$ cat config.mk
export PLATFORM = sky130hd
export DESIGN_NAME = tdm_demux_1_4
export DESIGN_NICKNAME = d
export VERILOG_FILES = /design/src/rtl/tdm_pkg.sv /design/src/rtl/tdm_slot_decoder.sv /design/src/rtl/tdm_demux_1_4.sv
export SDC_FILE = /design/constraint.sdc
export NUM_CORES = 1
export LEC_CHECK = 0
export ABC_AREA = 1
export CAP_MARGIN = 30
export CELL_PAD_IN_SITES_DETAIL_PLACEMENT = 0
export CELL_PAD_IN_SITES_GLOBAL_PLACEMENT = 1
export CORE_AREA = 10 10 56 58
export DETAILED_ROUTE_END_ITERATION = 12
export DIE_AREA = 0 0 66 68
export PLACE_DENSITY_LB_ADDON = 0.12
export SYNTH_ARGS = -nofsm -noshare
export SYNTH_HDL_FRONTEND = slang
export SYNTH_SLANG_ARGS = --single-unit
$ cat constraint.sdc
create_clock -name clk -period 1.4 [get_ports clk]
set_input_delay 0.28 -clock clk [delete_from_list [all_inputs] [get_ports clk]]
set_output_delay 0.28 -clock clk [all_outputs]
set_load 0.1 [all_outputs]
$ cat src/rtl/tdm_pkg.sv
// -----------------------------------------------------------------------------
// tdm_pkg
// Shared definitions for the 1:4 TDM demultiplexer.
//
// Configuration macro: DEMUX_PARITY_EN
//   undefined : four slots per frame, 2-bit slot counter.
//   defined   : a fifth parity slot follows the four data slots, 3-bit counter.
//
// Contents:
//   SLOTS_PER_FRAME : beats per frame (4, or 5 with the parity slot)
//   LANES           : number of parallel output lanes (always 4)
//   slot_t          : slot-index type
//   LAST_SLOT       : index of the final beat of a frame
//   state_t         : framing FSM states {HUNT, LOCKED}
// -----------------------------------------------------------------------------
package tdm_pkg;

`ifdef DEMUX_PARITY_EN
  localparam int SLOTS_PER_FRAME = 5;
  localparam int SLOT_W          = 3;
`else
  localparam int SLOTS_PER_FRAME = 4;
  localparam int SLOT_W          = 2;
`endif

  localparam int LANES = 4;

  typedef logic [SLOT_W-1:0] slot_t;

  localparam slot_t LAST_SLOT = slot_t'(SLOTS_PER_FRAME - 1);

  typedef enum logic {
    HUNT   = 1'b0,
    LOCKED = 1'b1
  } state_t;

endpackage

$ cat src/rtl/tdm_slot_decoder.sv
// -----------------------------------------------------------------------------
// tdm_slot_decoder
// Combinational one-hot decode of a slot index into lane capture enables.
// It is the inverse of the transmit-side slot-select mux: exactly one lane
// enable is raised for slot indices 0..LANES-1 when en is high. Indices at or
// beyond LANES (the parity slot) raise no enable.
//
// Ports:
//   slot   in   slot_t       slot index of the current beat
//   en     in   1            beat is to be captured
//   cap_en out  LANES        one-hot lane capture enables
// -----------------------------------------------------------------------------
module tdm_slot_decoder
  import tdm_pkg::*;
(
  input  slot_t            slot,
  input  logic             en,
  output logic [LANES-1:0] cap_en
);

  always_comb begin
    cap_en = '0;
    for (int k = 0; k < LANES; k++) begin
      if (en && (slot == slot_t'(k))) begin
        cap_en[k] = 1'b1;
      end
    end
  end

endmodule

$ cat src/rtl/tdm_demux_1_4.sv
// -----------------------------------------------------------------------------
// tdm_demux_1_4
// Receive end of the 4:1 slot-select path. Locks onto a start-of-frame marker,
// captures slots 0..3 into lane holding registers and publishes a complete
// frame on y_out with a one-cycle frame_valid pulse. Framing violations pulse
// sync_err and drop the partial frame; partial frames never reach y_out.
//
// Configuration macro: DEMUX_PARITY_EN
//   When defined, each frame carries a fifth beat whose din[0] is even parity
//   over all 4*W lane bits; a mismatch pulses sync_err and y_out is kept.
//
// Handshake: a beat is transferred on every rising edge where din_valid=1;
//   there is no back-pressure. sof is only meaningful together with din_valid.
//   Cycles with din_valid=0 neither advance the slot counter nor time out.
//
// Ports:
//   clk          in   1      rising-edge clock
//   rst_n        in   1      asynchronous active-low reset
//   din          in   W      slot data
//   din_valid    in   1      din carries a slot this cycle
//   sof          in   1      din is slot 0 of a new frame
//   y_out        out  4*W    frame register, lane k at [k*W +: W]
//   frame_valid  out  1      one-cycle pulse when y_out updates
//   sync_err     out  1      one-cycle pulse on a framing violation
//   locked       out  1      framing FSM state (1 = LOCKED, 0 = HUNT)
// -----------------------------------------------------------------------------
module tdm_demux_1_4
  import tdm_pkg::*;
#(
  parameter int W = 1
) (
  input  logic           clk,
  input  logic           rst_n,
  input  logic [W-1:0]   din,
  input  logic           din_valid,
  input  logic           sof,
  output logic [4*W-1:0] y_out,
  output logic           frame_valid,
  output logic           sync_err,
  output logic           locked
);

  state_t               state;
  slot_t                slot;
  logic [LANES*W-1:0]   lanes_q;
  logic [LANES*W-1:0]   lanes_next;
  logic [LANES-1:0]     cap_en;
  slot_t                dec_slot;
  logic                 dec_en;

  // A sof beat always restarts at slot 0, whatever the counter says. Non-sof
  // beats are only captured while locked and past slot 0; in HUNT the counter
  // sits at 0, so this also drops non-sof beats while hunting.
  assign dec_slot = sof ? '0 : slot;
  assign dec_en   = din_valid && (sof || ((state == LOCKED) && (slot != '0)));

  tdm_slot_decoder u_slot_decoder (
    .slot   (dec_slot),
    .en     (dec_en),
    .cap_en (cap_en)
  );

  // Lane contents after this edge. The last data beat is forwarded straight
  // into y_out from here so the frame appears one cycle after that beat.
  always_comb begin
    lanes_next = lanes_q;
    for (int k = 0; k < LANES; k++) begin
      if (cap_en[k]) begin
        lanes_next[k*W +: W] = din;
      end
    end
  end

  // The FSM state is visible directly on the locked output.
  assign locked = (state == LOCKED);

  always_ff @(posedge clk or negedge rst_n) begin
    if (!rst_n) begin
      state       <= HUNT;
      slot        <= '0;
      lanes_q     <= '0;
      y_out       <= '0;
      frame_valid <= 1'b0;
      sync_err    <= 1'b0;
    end else begin
      frame_valid <= 1'b0;
      sync_err    <= 1'b0;
      lanes_q     <= lanes_next;
      if (din_valid) begin
        if (sof) begin
          // sof mid-frame: report it, then treat this beat as slot 0.
          if ((state == LOCKED) && (slot != '0)) begin
            sync_err <= 1'b1;
          end
          state <= LOCKED;
          slot  <= slot_t'(1);
        end else if (state == LOCKED) begin
          if (slot == '0) begin
            // Missing sof at a frame boundary: lose lock.
            sync_err <= 1'b1;
            state    <= HUNT;
          end else if (slot == LAST_SLOT) begin
            slot <= '0;
`ifdef DEMUX_PARITY_EN
            if (din[0] == (^lanes_q)) begin
              y_out       <= lanes_q;
              frame_valid <= 1'b1;
            end else begin
              sync_err <= 1'b1;
            end
`else
            y_out       <= lanes_next;
            frame_valid <= 1'b1;
`endif
          end else begin
            slot <= slot + slot_t'(1);
          end
        end
      end
    end
  end

endmodule

# Yosys cells after proc, flatten, opt, wreduce, memory -nomap -nowiden
# Cells that the tools add are included.
classes:
  add_sub_neg: 1
  eq_ne: 5
  muxes: 26
  n_bitwise: 2
  n_reduce_logical: 13
op_table:
  columns: ["op", "n"]
  rows:
  - ["1-bit 2-to-1 mux", 21]
  - ["2-bit 2-to-1 mux", 5]
  - ["2-bit equality test, second input constant", 3]
  - ["1-bit logical AND", 6]
  - ["5-bit AND reduction", 1]
  - ["2-bit logical NOT", 2]
  - ["2-bit nonzero test", 2]
  - ["3-bit AND reduction", 1]
  - ["2-bit by 1-bit adder with 2-bit output, second input constant", 1]
  - ["2-bit by 1-bit equality test with 1-bit output, second input constant", 1]
  - ["2-bit != test, second input constant", 1]
  - ["1-bit NOT", 2]
  - ["1-bit logical OR", 1]
word_totals:
  register_bits: 13
  inputBits: 5
  output_inout_bits: 7
  wordCells: 53

# Depth between registers and ports, before layout
# Gate-level depths: netlist (run 1).
depth:
  word_depth: 7
  ltp_mapped: 10
  ltp_nobuf: 9

# By module
# From an unflattened synthesis (run 1), not the netlist that was laid out.
hier_totals:
  hier_cells: 86
  hier_area_um2: 684.4
modules_own_cells:
  columns: ["mod", "instances", "cells_per_inst", "area_per_inst_um2", "seq_area_each_um2"]
  rows:
  - ["tdm_demux_1_4", 1, 78, 654.4, 325.3]
  - ["tdm_slot_decoder", 1, 8, 30.0, 0.0]

# Least setup slack after synthesis (run 1)
# Ideal clock, no wire load.
synth_path:
  kind: "register -> register"
  startpoint: "reg state, in the netlist locked"
  endpoint: "reg lanes_q[0]"
  setup_time_ns: 0.119
  t_arrival_ns: 1.640
  required_ns: 1.281
  slack_ns: -0.359
  stages_incl_launch_ff: 6
  path_buffers: 1
  synth_period_minus_slack_ns: 1.759
  cell_sequence: "dfrtp_1 nand3_2 nand2_2 buf_6 nand3_1 and2_1"
synth_via:
  elab_chain_cells: 6
synth_rtl:
  columns: ["item", "line", "text"]
  rows:
  - ["from (decl)", "tdm_demux_1_4.sv:43", "state_t state;"]
  - ["from (signal assigned)", "tdm_demux_1_4.sv:79", "state <= HUNT;"]
  - ["from (signal assigned)", "tdm_demux_1_4.sv:95", "state <= LOCKED;"]
  - ["from (signal assigned)", "tdm_demux_1_4.sv:101", "state <= HUNT;"]
  - ["1-bit logical AND", "tdm_demux_1_4.sv:55", "assign dec_en = din_valid && (sof || ((state == LOCKED) && (slot != '0)));"]
  - ["1-bit logical OR", "tdm_demux_1_4.sv:55", null]
  - ["1-bit logical AND", "tdm_demux_1_4.sv:55", null]
  - ["1-bit logical AND", "tdm_slot_decoder.sv:24", "if (en && (slot == slot_t'(k))) begin"]
  - ["1-bit 2-to-1 mux", "tdm_slot_decoder.sv:24", null]
  - ["1-bit 2-to-1 mux", "tdm_demux_1_4.sv:68", "if (cap_en[k]) begin"]
  - ["net lanes_next[0]", "tdm_demux_1_4.sv:46", "logic [LANES*W-1:0] lanes_next;"]
  - ["to (signal assigned)", "tdm_demux_1_4.sv:88", "lanes_q <= lanes_next;"]
  - ["to (decl)", "tdm_demux_1_4.sv:45", "logic [LANES*W-1:0] lanes_q;"]
# The timed path passes the listed nets, and every way through them passes these cells.
# A chain may end at the register's enable or synchronous reset.

# Final worst setup path (run 1)
layout_path:
  startpoint: "reg slot[0]"
  endpoint: "reg lanes_q[2]"
layout_via:
  elab_chain_cells: 7
  elab_cells_between_ends: 9
  classes_between: "1 x eq/ne; 3 x mux; 5 x reduce/logical"
layout_rtl:
  columns: ["item", "line", "text"]
  rows:
  - ["from (decl)", "tdm_demux_1_4.sv:44", "slot_t slot;"]
  - ["from (signal assigned)", "tdm_demux_1_4.sv:96", "slot <= slot_t'(1);"]
  - ["from (signal assigned)", "tdm_demux_1_4.sv:116", "slot <= slot + slot_t'(1);"]
  - ["2-bit nonzero test", "tdm_demux_1_4.sv:55", null]
  - ["1-bit logical AND", "tdm_demux_1_4.sv:55", null]
  - ["1-bit logical OR", "tdm_demux_1_4.sv:55", null]
  - ["1-bit logical AND", "tdm_demux_1_4.sv:55", null]
  - ["1-bit logical AND *", "tdm_slot_decoder.sv:24", null]
  - ["1-bit 2-to-1 mux *", "tdm_slot_decoder.sv:24", null]
  - ["1-bit 2-to-1 mux *", "tdm_demux_1_4.sv:68", null]
  - ["net lanes_next[2]", "tdm_demux_1_4.sv:46", null]
# The timed path passes the listed nets; every way through them passes the cells marked *.

==> results.cfg, run 1 <==
[run_status]
status = finished clean

[pwr]
p_per_area_nw_per_um2 = 2220
p_leak_nw = 0.471
ir_drop_v = 0.00122
p_total_mw = 2.17

[timing]
hold_viol_final = 0
holdWs_ns = 0.312
timing.slew.headroom_pct = 81.0
period_share_pct = 93.3
finalSetupViolCount = 0
drv_slew = 0
min_period_ns = 1.31
grt_setup_unrepaired = true
tightest_slew_ns = 0.282
clock.fmax_mhz = 765
worst_clock_skew_ns = 0.00330

[logic_synthesis]
synthTopCellsByArea = dfrtp_1 (51%), nand2_1 (14%), nand3_1 (7.1%)
yosysUniqueCellTypes = 16
avgSynthCellArea_um2 = 8.35
seq_area_frac_synth_pct = 51.3
synth_area_leader_cell = dfrtp_1
yosysWarnings = 0
syn_area_um2 = 634
synthArstFlopShare_pct = 100
synth_nets = 83
netlist_top_cells_count = nand2_1 (23), dfrtp_1 (13), inv_1 (10), nand3_1 (9)
yosysTopAreaCellShare_pct = 51.3
ys.flop_type = dfrtp_1
synth_edf_count = 0
yosysMostFrequentCell = nand2_1
netlist_instances = 76
ys_ff_latch = 13

[setup_path]
crit_chain = inv_1, ha_2, inv_1, nand3_4, nand2_4, nand3_1, and2_1
critPathRequiredTime_ns = 1.56
regToRegStartpoint = slot[0]
worstReg2RegEnd = lanes_q[2]
cpPeakStageDelay_ns = 0.35
worstSetupEndpoint = lanes_q[2]
crit_arrival_ns = 1.47
critPathMaxFanout = 5
crit_start = slot[0]
critPathLaunchType = register
end_kind = register
worst-r2r-cell-count = 7
crit_family = simple AND/OR/NAND/NOR gates
crit_buf_inv = 2
crit_cells = 7
crit_type = reg2reg
r2r_setup_slack_ns = 0.09
critPathSlowestCell = dfrtp_1
crit_top_cell = inv_1

[clocking]
root_buffer = clkbuf_4
cts-buffers-inserted = 3
cts_tree = done
clock-sinks = 13
path_clk_slew_ns = 0.08
max-clock-path-buffers = 2
clock_latency_ns = 0.27
h-tree-depth = 1
cts_hold_buf = 0

[routing]
routedWlPerCell_um = 10.9
drc = 0
dr.pass1.iters = 4
drt_iter0_markers = 5
drt_wl_total_um = 1400
vias = 548
ant_nets = 0
via_per_inst = 4.25

[die]
core_area_um2 = 2110
die_x_um = 66
start_util_pct = 30.1
rows = 17
pin_count = 12
chipHeight_um = 68
die-area_um2 = 4490

[layout]
seq_area_um2 = 329
areaGrowthSynthToFinish_pct = 54.4
stdcell_count = 129
nets = 109
layout-drive-gt1-share_pct = 30.7
fin_util_pct = 46.5
n_fill_cell = 211
multiInputGateArea_um2 = 293
diodes = 0

[place]
post-dp-hpwl_um = 1090
port_buffers = 11
dp.cells = 124
gp_congestion = 0.738

[grt]
grt_max_degree = 14
grt_overflow = 0
antenna_found_initial = 0
grt_pass1_wl_um = 2370
grt_pass1_vias = 552
track_usage_pct = 6.84

[min_path]
hold_class = in2async

[run]
cap_violations = 0
worst min path at each step:
stage / from / to / slack [ns] / cells after the start
5_1_grt: rst_n / slot[0] / 0.32 / 2
3_5_place_dp: y_out[1] / y_out[1] / 0.53 / 2
4_1_cts: rst_n / locked / 0.31 / 2
6_report: rst_n / slot[0] / 0.31 / 2
2_1_floorplan: rst_n / frame_valid / -0.02 / 0
3_3_place_gp: y_out[2] / y_out[2] / 0.53 / 2
power by group:
part / internal (mW) / leakage (nW) / switching (mW)
sequential: 0.528 / 0.156 / 0.105
clock: 0.110 / 0.0150 / 0.120
combinational: 0.488 / 0.300 / 0.820
total: 1.13 / 0.471 / 1.05
state kept, by name (all words and copies together) (netlist names):
register / count
frame_valid: 1
slot: 2
y_out: 4
sync_err: 1
locked: 1
lanes_q: 4
logic make-up (layout without fill, tap and decap cells):
group | count (synthesis) | in the layout | synth area share, %
and+or+nand+nor | 44 | 45 | 32.1
DFF | 13 | 13 | 51.3
buffers and inverters | 12 | 36 | 8.28
AOI/OAI and AO/OA | 5 | 5 | 4.34
adders and majority gates | 2 | 2 | 3.94
placed cells by master (no fill, tap or decap):
cell type        netlist  final
and2_1                 4      4
inv_1                 10      9
dfrtp_4                0      1
dfrtp_1               13     12
nand2_2                1      1
nand3_2                2      3
nand3_4                0      1
nand3_1                9      7
clkdlybuf4s50_1        0      4
o211ai_1               1      1
o21ai_0                1      1
a21oi_1                1      1
inv_2                  1      2
clkbuf_4               0      3
buf_12                 0      7
buf_4                  0     10
clkbuf_1               0      1
nand2_1               23     23
o21ai_1                2      2
nand2_4                0      1
nor2_4                 0      1
ha_2                   0      1
nor2_1                 4      4
ha_1                   2      1
cell type report:
type,instances,area share [%]
Sequential cell,13,33.6
Clock buffer,4,2.68
Tap cell,28,3.58
Inverter,11,4.21
Multi-Input combinational cell,52,29.9
Timing Repair Buffer,21,26.1
metal layers:
layer,global-route usage (%),vias up,share of wire [%]
li1,-,287,-
met1,7.55,254,47
met2,11.1,5,49
met3,2.61,2,3.1
met4,3.93,0,1.0
met5,0,-,0
metrics by stage:
stage	cell area (µm²)	worst slack [ns]	TNS, ns
5_1_grt	980	-0.0163	-0.0237
3_3_place_gp	917	-0.0880	-0.678
4_1_cts	943	0.0189	0
2_1_floorplan	638	0.0415	0
6_report	980	0.0936	0
3_5_place_dp	917	-0.137	-1.06
what timing repair did:
action | CTS | global route
resized for setup | 0 | 7
setup endpoints to repair | 0 | 10
buffers inserted | 0 | 0
No activity file was read; power rests on OpenSTA's default activity.
==> run 2, diff against run 1 <==
Settings changed: ABC_CLOCK_PERIOD_IN_PS from default to 1400.
==> results of run 2 <==
Final layout, timing and power as in run 1 (identical DEF).
==> run 3, diff against run 2 <==
Settings changed: ABC_CLOCK_PERIOD_IN_PS 1400 to default, CTS_CLUSTER_SIZE from default to 16.
==> results of run 3 <==
Final layout, timing and power as in run 1 (identical DEF).
